## src/rtl/gmii_rx_framer_pkg.sv

```systemverilog
// eth_rx_pkg: shared states and constants for the GMII receive framer
package eth_rx_pkg;
  typedef enum logic [1:0] {IDLE, PREAMBLE, DATA, DROP} state_t;
  localparam logic [7:0]  PREAMBLE_BYTE = 8'h55;
  localparam logic [7:0]  SFD_BYTE      = 8'hD5;
  localparam logic [31:0] CRC_POLY      = 32'hEDB88320;
  localparam logic [31:0] CRC_INIT      = 32'hFFFFFFFF;
  localparam logic [31:0] CRC_RESIDUE   = 32'hDEBB20E3;
  localparam int          MAX_PREAMBLE  = 7;
endpackage

```

## src/rtl/gmii_rx_framer_if.sv

```systemverilog
// gmii_rx_framer_if: GMII byte input and framed payload/status output bundle
interface gmii_rx_framer_if;
  logic [7:0] gmii_rxd;
  logic       gmii_dv;
  logic       gmii_er;
  logic [7:0] rx_data;
  logic       rx_valid;
  logic       rx_first;
  logic       rx_last;
  logic       rx_bad;
  logic       frame_ok;
  logic       frame_bad;
  logic       crc_err;
  modport master (output gmii_rxd, gmii_dv, gmii_er,
                  input  rx_data, rx_valid, rx_first, rx_last, rx_bad, frame_ok, frame_bad, crc_err);
  modport slave  (input  gmii_rxd, gmii_dv, gmii_er,
                  output rx_data, rx_valid, rx_first, rx_last, rx_bad, frame_ok, frame_bad, crc_err);
endinterface

```

## src/rtl/gmii_rx_framer_crc32_d8.sv

```systemverilog
// crc32_d8: combinational reflected CRC-32 update over one byte, LSB first
module crc32_d8
  import eth_rx_pkg::*;
(
  input  logic [31:0] i_crc,
  input  logic [7:0]  i_data,
  output logic [31:0] o_crc
);
  // eight serial LFSR steps unrolled into one cycle
  always_comb begin
    o_crc = i_crc;
    for (int i = 0; i < 8; i++)
      o_crc = (o_crc[0] ^ i_data[i]) ? ((o_crc >> 1) ^ CRC_POLY) : (o_crc >> 1);
  end
endmodule

```

## src/rtl/gmii_rx_framer.sv

```systemverilog
// gmii_rx_framer: preamble/SFD hunt, FCS-stripping 5-byte delay line, frame checks
module gmii_rx_framer
  import eth_rx_pkg::*;
#(
  parameter int MIN_FRAME = 64,
  parameter int MAX_FRAME = 1518
) (
  input logic rgmii_rxc,
  input logic rst_n,
  gmii_rx_framer_if.slave bus
);
  localparam int CW = $clog2(MAX_FRAME + 2);
  state_t      r_state, w_state_nxt;
  logic [2:0]  r_pre_cnt;
  logic [CW-1:0] r_len;
  logic [7:0]  r_dly [5];
  logic [31:0] r_crc, w_crc_nxt;
  logic        r_er;
  logic [7:0]  r_rx_data;
  logic        r_rx_valid, r_rx_first, r_rx_last, r_rx_bad, r_frame_ok, r_frame_bad, r_crc_err;
  logic        w_push, w_end, w_over, w_full, w_valid, w_last, w_crc_bad, w_bad_end;

  crc32_d8 u_crc (.i_crc(r_crc), .i_data(bus.gmii_rxd), .o_crc(w_crc_nxt));

  // FSM state register
  always_ff @(posedge rgmii_rxc or negedge rst_n)
    if (!rst_n) r_state <= IDLE;
    else r_state <= w_state_nxt;

  // next state plus next values of the registered stream/status outputs
  always_comb begin
    w_state_nxt = r_state;
    w_push      = (r_state == DATA) && bus.gmii_dv;
    w_end       = (r_state == DATA) && !bus.gmii_dv;
    w_over      = w_push && (r_len == CW'(MAX_FRAME));
    w_full      = r_len >= CW'(5);
    w_valid     = (w_push || w_end) && w_full;
    w_last      = w_valid && (w_end || w_over);
    w_crc_bad   = r_crc != CRC_RESIDUE;
    w_bad_end   = w_crc_bad || (r_len < CW'(MIN_FRAME)) || r_er;
    case (r_state)
      IDLE:     if (bus.gmii_dv) w_state_nxt = (bus.gmii_rxd == PREAMBLE_BYTE) ? PREAMBLE : DROP;
      PREAMBLE: if (!bus.gmii_dv) w_state_nxt = IDLE;
                else if (bus.gmii_rxd == SFD_BYTE) w_state_nxt = DATA;
                else if (bus.gmii_rxd != PREAMBLE_BYTE || r_pre_cnt == 3'(MAX_PREAMBLE)) w_state_nxt = DROP;
      DATA:     if (!bus.gmii_dv) w_state_nxt = IDLE;
                else if (w_over) w_state_nxt = DROP;
      default:  if (!bus.gmii_dv) w_state_nxt = IDLE;
    endcase
  end

  // preamble count, delay line, CRC, length and registered outputs
  always_ff @(posedge rgmii_rxc or negedge rst_n)
    if (!rst_n) begin
      r_pre_cnt   <= 3'd1;
      r_len       <= '0;
      r_crc       <= CRC_INIT;
      r_er        <= 1'b0;
      for (int i = 0; i < 5; i++) r_dly[i] <= 8'h00;
      r_rx_data   <= 8'h00;
      r_rx_valid  <= 1'b0;
      r_rx_first  <= 1'b0;
      r_rx_last   <= 1'b0;
      r_rx_bad    <= 1'b0;
      r_frame_ok  <= 1'b0;
      r_frame_bad <= 1'b0;
      r_crc_err   <= 1'b0;
    end else begin
      r_pre_cnt <= (r_state == PREAMBLE && bus.gmii_dv) ? r_pre_cnt + 3'd1 : 3'd1;
      if (w_push) begin
        r_dly[0] <= bus.gmii_rxd;
        for (int i = 1; i < 5; i++) r_dly[i] <= r_dly[i-1];
        r_crc <= w_crc_nxt;
        r_len <= (r_len == CW'(MAX_FRAME + 1)) ? r_len : r_len + CW'(1);
        r_er  <= r_er | bus.gmii_er;
      end else if (r_state != DATA) begin
        r_crc <= CRC_INIT;
        r_len <= '0;
        r_er  <= 1'b0;
      end
      r_rx_data   <= w_valid ? r_dly[4] : r_rx_data;
      r_rx_valid  <= w_valid;
      r_rx_first  <= w_valid && (r_len == CW'(5));
      r_rx_last   <= w_last;
      r_rx_bad    <= w_last && (w_over || w_bad_end);
      r_frame_ok  <= w_end && w_full && !w_bad_end;
      r_frame_bad <= w_over || (w_end && (!w_full || w_bad_end));
      r_crc_err   <= w_end && w_full && w_crc_bad;
    end

  assign bus.rx_data   = r_rx_data;
  assign bus.rx_valid  = r_rx_valid;
  assign bus.rx_first  = r_rx_first;
  assign bus.rx_last   = r_rx_last;
  assign bus.rx_bad    = r_rx_bad;
  assign bus.frame_ok  = r_frame_ok;
  assign bus.frame_bad = r_frame_bad;
  assign bus.crc_err   = r_crc_err;
endmodule

```

## src/flat_wrapper.sv

```systemverilog
// flat-port wrapper written by rule: the top's interface ports become plain ports
module gmii_rx_framer_flat import eth_rx_pkg::*;
#(
  parameter int MIN_FRAME = 64,
  parameter int MAX_FRAME = 1518
)
  (rgmii_rxc, rst_n, bus_gmii_rxd, bus_gmii_dv, bus_gmii_er, bus_rx_data, bus_rx_valid, bus_rx_first, bus_rx_last, bus_rx_bad, bus_frame_ok, bus_frame_bad, bus_crc_err);
  gmii_rx_framer_if bus_i ();
  input logic rgmii_rxc;
  input logic rst_n;
  input wire logic [$bits(bus_i.gmii_rxd)-1:0] bus_gmii_rxd;
  input wire logic [$bits(bus_i.gmii_dv)-1:0] bus_gmii_dv;
  input wire logic [$bits(bus_i.gmii_er)-1:0] bus_gmii_er;
  output wire logic [$bits(bus_i.rx_data)-1:0] bus_rx_data;
  output wire logic [$bits(bus_i.rx_valid)-1:0] bus_rx_valid;
  output wire logic [$bits(bus_i.rx_first)-1:0] bus_rx_first;
  output wire logic [$bits(bus_i.rx_last)-1:0] bus_rx_last;
  output wire logic [$bits(bus_i.rx_bad)-1:0] bus_rx_bad;
  output wire logic [$bits(bus_i.frame_ok)-1:0] bus_frame_ok;
  output wire logic [$bits(bus_i.frame_bad)-1:0] bus_frame_bad;
  output wire logic [$bits(bus_i.crc_err)-1:0] bus_crc_err;
  assign bus_i.gmii_rxd = bus_gmii_rxd;
  assign bus_i.gmii_dv = bus_gmii_dv;
  assign bus_i.gmii_er = bus_gmii_er;
  assign bus_rx_data = bus_i.rx_data;
  assign bus_rx_valid = bus_i.rx_valid;
  assign bus_rx_first = bus_i.rx_first;
  assign bus_rx_last = bus_i.rx_last;
  assign bus_rx_bad = bus_i.rx_bad;
  assign bus_frame_ok = bus_i.frame_ok;
  assign bus_frame_bad = bus_i.frame_bad;
  assign bus_crc_err = bus_i.crc_err;
  gmii_rx_framer #(.MIN_FRAME(MIN_FRAME), .MAX_FRAME(MAX_FRAME)) u_core (.rgmii_rxc(rgmii_rxc), .rst_n(rst_n), .bus(bus_i));
endmodule
```

## config.mk

```make
export PLATFORM = sky130hd
export DESIGN_NAME = gmii_rx_framer_flat
export DESIGN_NICKNAME = d
export VERILOG_FILES = /design/src/rtl/gmii_rx_framer_pkg.sv /design/src/rtl/gmii_rx_framer_if.sv /design/src/rtl/gmii_rx_framer_crc32_d8.sv /design/src/rtl/gmii_rx_framer.sv /design/src/flat_wrapper.sv
export SDC_FILE = /design/constraint.sdc
export NUM_CORES = 1
export LEC_CHECK = 0
export BUFFER_PORTS_ARGS = -buffer_cell sky130_fd_sc_hd__buf_2
export CORE_MARGIN = 2
export CORE_UTILIZATION = 43
export CTS_CLUSTER_SIZE = 30
export DETAILED_ROUTE_END_ITERATION = 7
export GPL_TIMING_DRIVEN = 1
export PLACE_DENSITY = 0.66
export SETUP_SLACK_MARGIN = 0.02
export SLEW_MARGIN = 10
export SYNTH_ARGS = -nofsm -noshare
export SYNTH_HDL_FRONTEND = slang
export SYNTH_SLANG_ARGS = --single-unit
```

## constraint.sdc

```tcl
create_clock -name rgmii_rxc -period 2 [get_ports rgmii_rxc]
set_input_delay 0.4 -clock rgmii_rxc [delete_from_list [all_inputs] [get_ports rgmii_rxc]]
set_output_delay 0.4 -clock rgmii_rxc [all_outputs]
set_load 0.05 [all_outputs]
```

==> results.py <==
metrics = {
    "status": {
        "status": "finished clean",
    },
    "timing": {
        "finalCritPeriodShare_pct": 96.3,
        "fin_crit_ns": 1.93,
        "hold_slack_ns": 0.292,
        "tightestPinTransition_ns": 0.675,
        "slew_violations": 0,
        "max_clock_freq_mhz": 519,
        "slew_headroom_pct": 54.6,
        "rsz0062_at_grt": "no",
        "setup_violations": 0,
        "fin_skew_ns": 0.00686,
        "tns_ns": 0,
        "hold_viol": 0,
    },
    "yosys": {
        "syn_area_sq_um": 5230,
        "synth-edff-count": 0,
        "synth_cell_types": 47,
        "yosys_warnings": 0,
        "ys_seq_area_share_pct": 50.6,
        "netlist_instances": 484,
        "avgSynthCellArea_sq_um": 10.8,
        "synth_fp_nets": 501,
        "ys_ff_latch": 104,
        "synth_flop_cell": "dfrtp_1",
        "synth-async-reset-ratio_pct": 100,
    },
    "clock_network": {
        "cts_sinks": 104,
        "cts_buffer_depth": 2,
        "htree_levels": 3,
        "clockRootBuffer": "clkbuf_16",
        "cts_tree": "built",
        "path_clk_slew_ns": 0.08,
        "numCtsBuffers": 9,
        "clk_latency_ns": 0.36,
    },
    "setup_path": {
        "crit_buf_inv": 1,
        "crit_family": "simple AND/OR/NAND/NOR gates",
        "critPathRequiredTime_ns": 2.24,
        "crit_path_start_kind": "flip-flop",
        "crit_arrival_ns": 2.17,
        "critical_path_class": "reg -> reg",
        "path_cells": "or4_1, nor3_2, a21o_1, buf_12, mux2_2",
        "cp_slowest_stage_delay_ns": 0.56,
        "crit_path_end_kind": "flip-flop",
        "worst-path-max-fanout": 9,
        "cp_slowest_cell": "or4_1",
    },
    "finish": {
        "antenna_cells": 0,
        "fin_util_pct": 50.8,
        "drive_gt1_share_pct": 24.6,
        "mostFrequentLayoutCells": "140 x nand2_1, 71 x dfrtp_1, 33 x dfstp_2",
        "nNetsFinal": 548,
        "final_common_cell": "nand2_1",
        "synthToLayoutAreaGrowth_pct": 16.2,
    },
    "floorplanning": {
        "start_util_pct": 43.7,
        "die-area_sq_um": 13100,
        "dieHeight_um": 114,
        "io_pins": 27,
        "core_sq_um": 12000,
        "die_w_um": 114,
        "rows": 40,
    },
    "route": {
        "num_vias": 3569,
        "drc_errors": 0,
        "wirelength_um": 11200,
        "first_pass_iters": 4,
        "ant_nets": 0,
        "viasPerCell": 5.23,
        "drtIter0Drc": 210,
        "wl_per_cell_um": 16.3,
    },
    "hold_path": {
        "hp-class": "in -> reg",
    },
    "job": {
        "cap_viol_max_count": 0,
    },
    "grt": {
        "antenna_found_initial": 0,
        "grtUsageTotal_pct": 18.7,
        "first_global_vias": 3569,
        "overflow": 0,
        "grt_pass1_wl_um": 18700,
        "grt_max_degree": 52,
    },
    "power": {
        "p_per_area_nw_per_um2": 1040,
        "p_leak_nw": 2.93,
        "max-vdd-ir-drop_uv": 535,
    },
    "placement": {
        "portBuffers": 26,
        "place.gp.congestion": 0.875,
        "hpwl_um": 7860,
    },
}
==> Yosys cell counts (all sizes together) (6+ instances only) <==
master / n / share of area (%)
xnor3: 11 / 4.7
inv: 6 / 0.43
nand2: 140 / 10
xor3: 8 / 3.7
o211ai: 12 / 1.7
nor2: 31 / 2.2
nor3: 6 / 0.57
a21oi: 19 / 1.8
dfrtp: 71 / 34
dfstp: 33 / 17
clkbuf: 20 / 1.4
o21ai: 14 / 1.3
mux2: 8 / 1.7
xnor2: 37 / 9.1
xor2: 13 / 2.3
==> worst min-delay path: cells and delay by family <==
family / cells / cell delay [ns]
buf+inv: 1 / 0.08
simple gates: 1 / 0.07
compound gates: 1 / 0.06
==> timing repair <==
| action | in CTS | in global routing |
|---|---|---|
| setup buffers | 0 | 2 |
| endpoints found under the setup margin | 1 | 1 |
| pin swaps | 0 | 1 |
| gates resized for setup | 1 | 0 |
| hold buffers | 1 | 0 |
| hold endpoints to repair | 20 | 0 |
==> sequential cells by signal, summed over array words and instances, names as in the netlist <==
register / flops
u_core.bus.crc_err: 1
u_core.bus.frame_bad: 1
u_core.bus.frame_ok: 1
u_core.bus.rx_bad: 1
u_core.bus.rx_data: 8
u_core.bus.rx_first: 1
u_core.bus.rx_last: 1
u_core.bus.rx_valid: 1
u_core.r_crc: 32
u_core.r_dly: 40
u_core.r_er: 1
u_core.r_len: 11
u_core.r_pre_cnt: 3
u_core.r_state: 2
==> stage by stage <==
| step | setup slack [ns] | cell area, sq um | std cells | power, mW |
|---|---|---|---|---|
| 3_3_place_gp | 0.0624 | 5730 | 664 | 4.36 |
| 6_report | 0.0749 | 6080 | 683 | 6.29 |
| 3_5_place_dp | 0.0301 | 5730 | 664 | 4.42 |
| 2_1_floorplan | 0.0653 | 5230 | 484 | 3.94 |
| 4_1_cts | 0.0734 | 6060 | 681 | 6.31 |
| 5_1_grt | 0.0252 | 6080 | 683 | 6.60 |
==> path summary, 6_finish.rpt <==
path	to	slack [ns]	startpoint	cells past startpoint
worst min-delay path	u_core.r_er	0.29	bus_gmii_er	3
min in group asynchronous	u_core.bus.crc_err	0.49	rst_n	2
worst max register to register	u_core.bus.rx_data[2]	0.07	u_core.r_len[8]	5
max in group asynchronous	u_core.r_crc[24]	0.76	rst_n	3
worst max-delay path	u_core.bus.rx_data[2]	0.07	u_core.r_len[8]	5
worst min register to register	u_core.r_pre_cnt[0]	0.46	u_core.r_pre_cnt[0]	1
==> where the power goes <==
group / leakage [nW] / internal [mW] / switching [mW]
clock network: 0.156 / 1.01 / 0.871
logic: 1.48 / 0.967 / 0.759
registers: 1.29 / 2.46 / 0.229
total: 2.93 / 4.44 / 1.86
==> cell families (layout without fill, tap and decap cells) <==
group,Yosys count,in the layout,share of synthesized area (%)
compound gates,57,57,6.75
xor+xnor,69,69,19.8
fa+ha+maj,5,5,1.20
buf+inv,27,79,2.01
flops,104,104,50.6
mux,8,8,1.72
simple gates,214,214,18.0
==> routing by layer <==
layer	GRT usage, %	vias to the layer above	part of all wire, %
met3	3.23	16	4.3
li1	-	1707	-
met2	28.1	65	47
met1	26.9	1781	47
met4	8.13	0	2.1
met5	0	-	0
==> cell type report <==
type	count	area (sq um)
clock buffers	9	225
clock inverters	7	92.6
fillers	1061	5880
inverters	6	22.5
multi-input cells	353	2490
flip-flops and latches	104	2640
well taps	147	184
repair buffers	57	418
No activity file was read; power rests on OpenSTA's default activity.
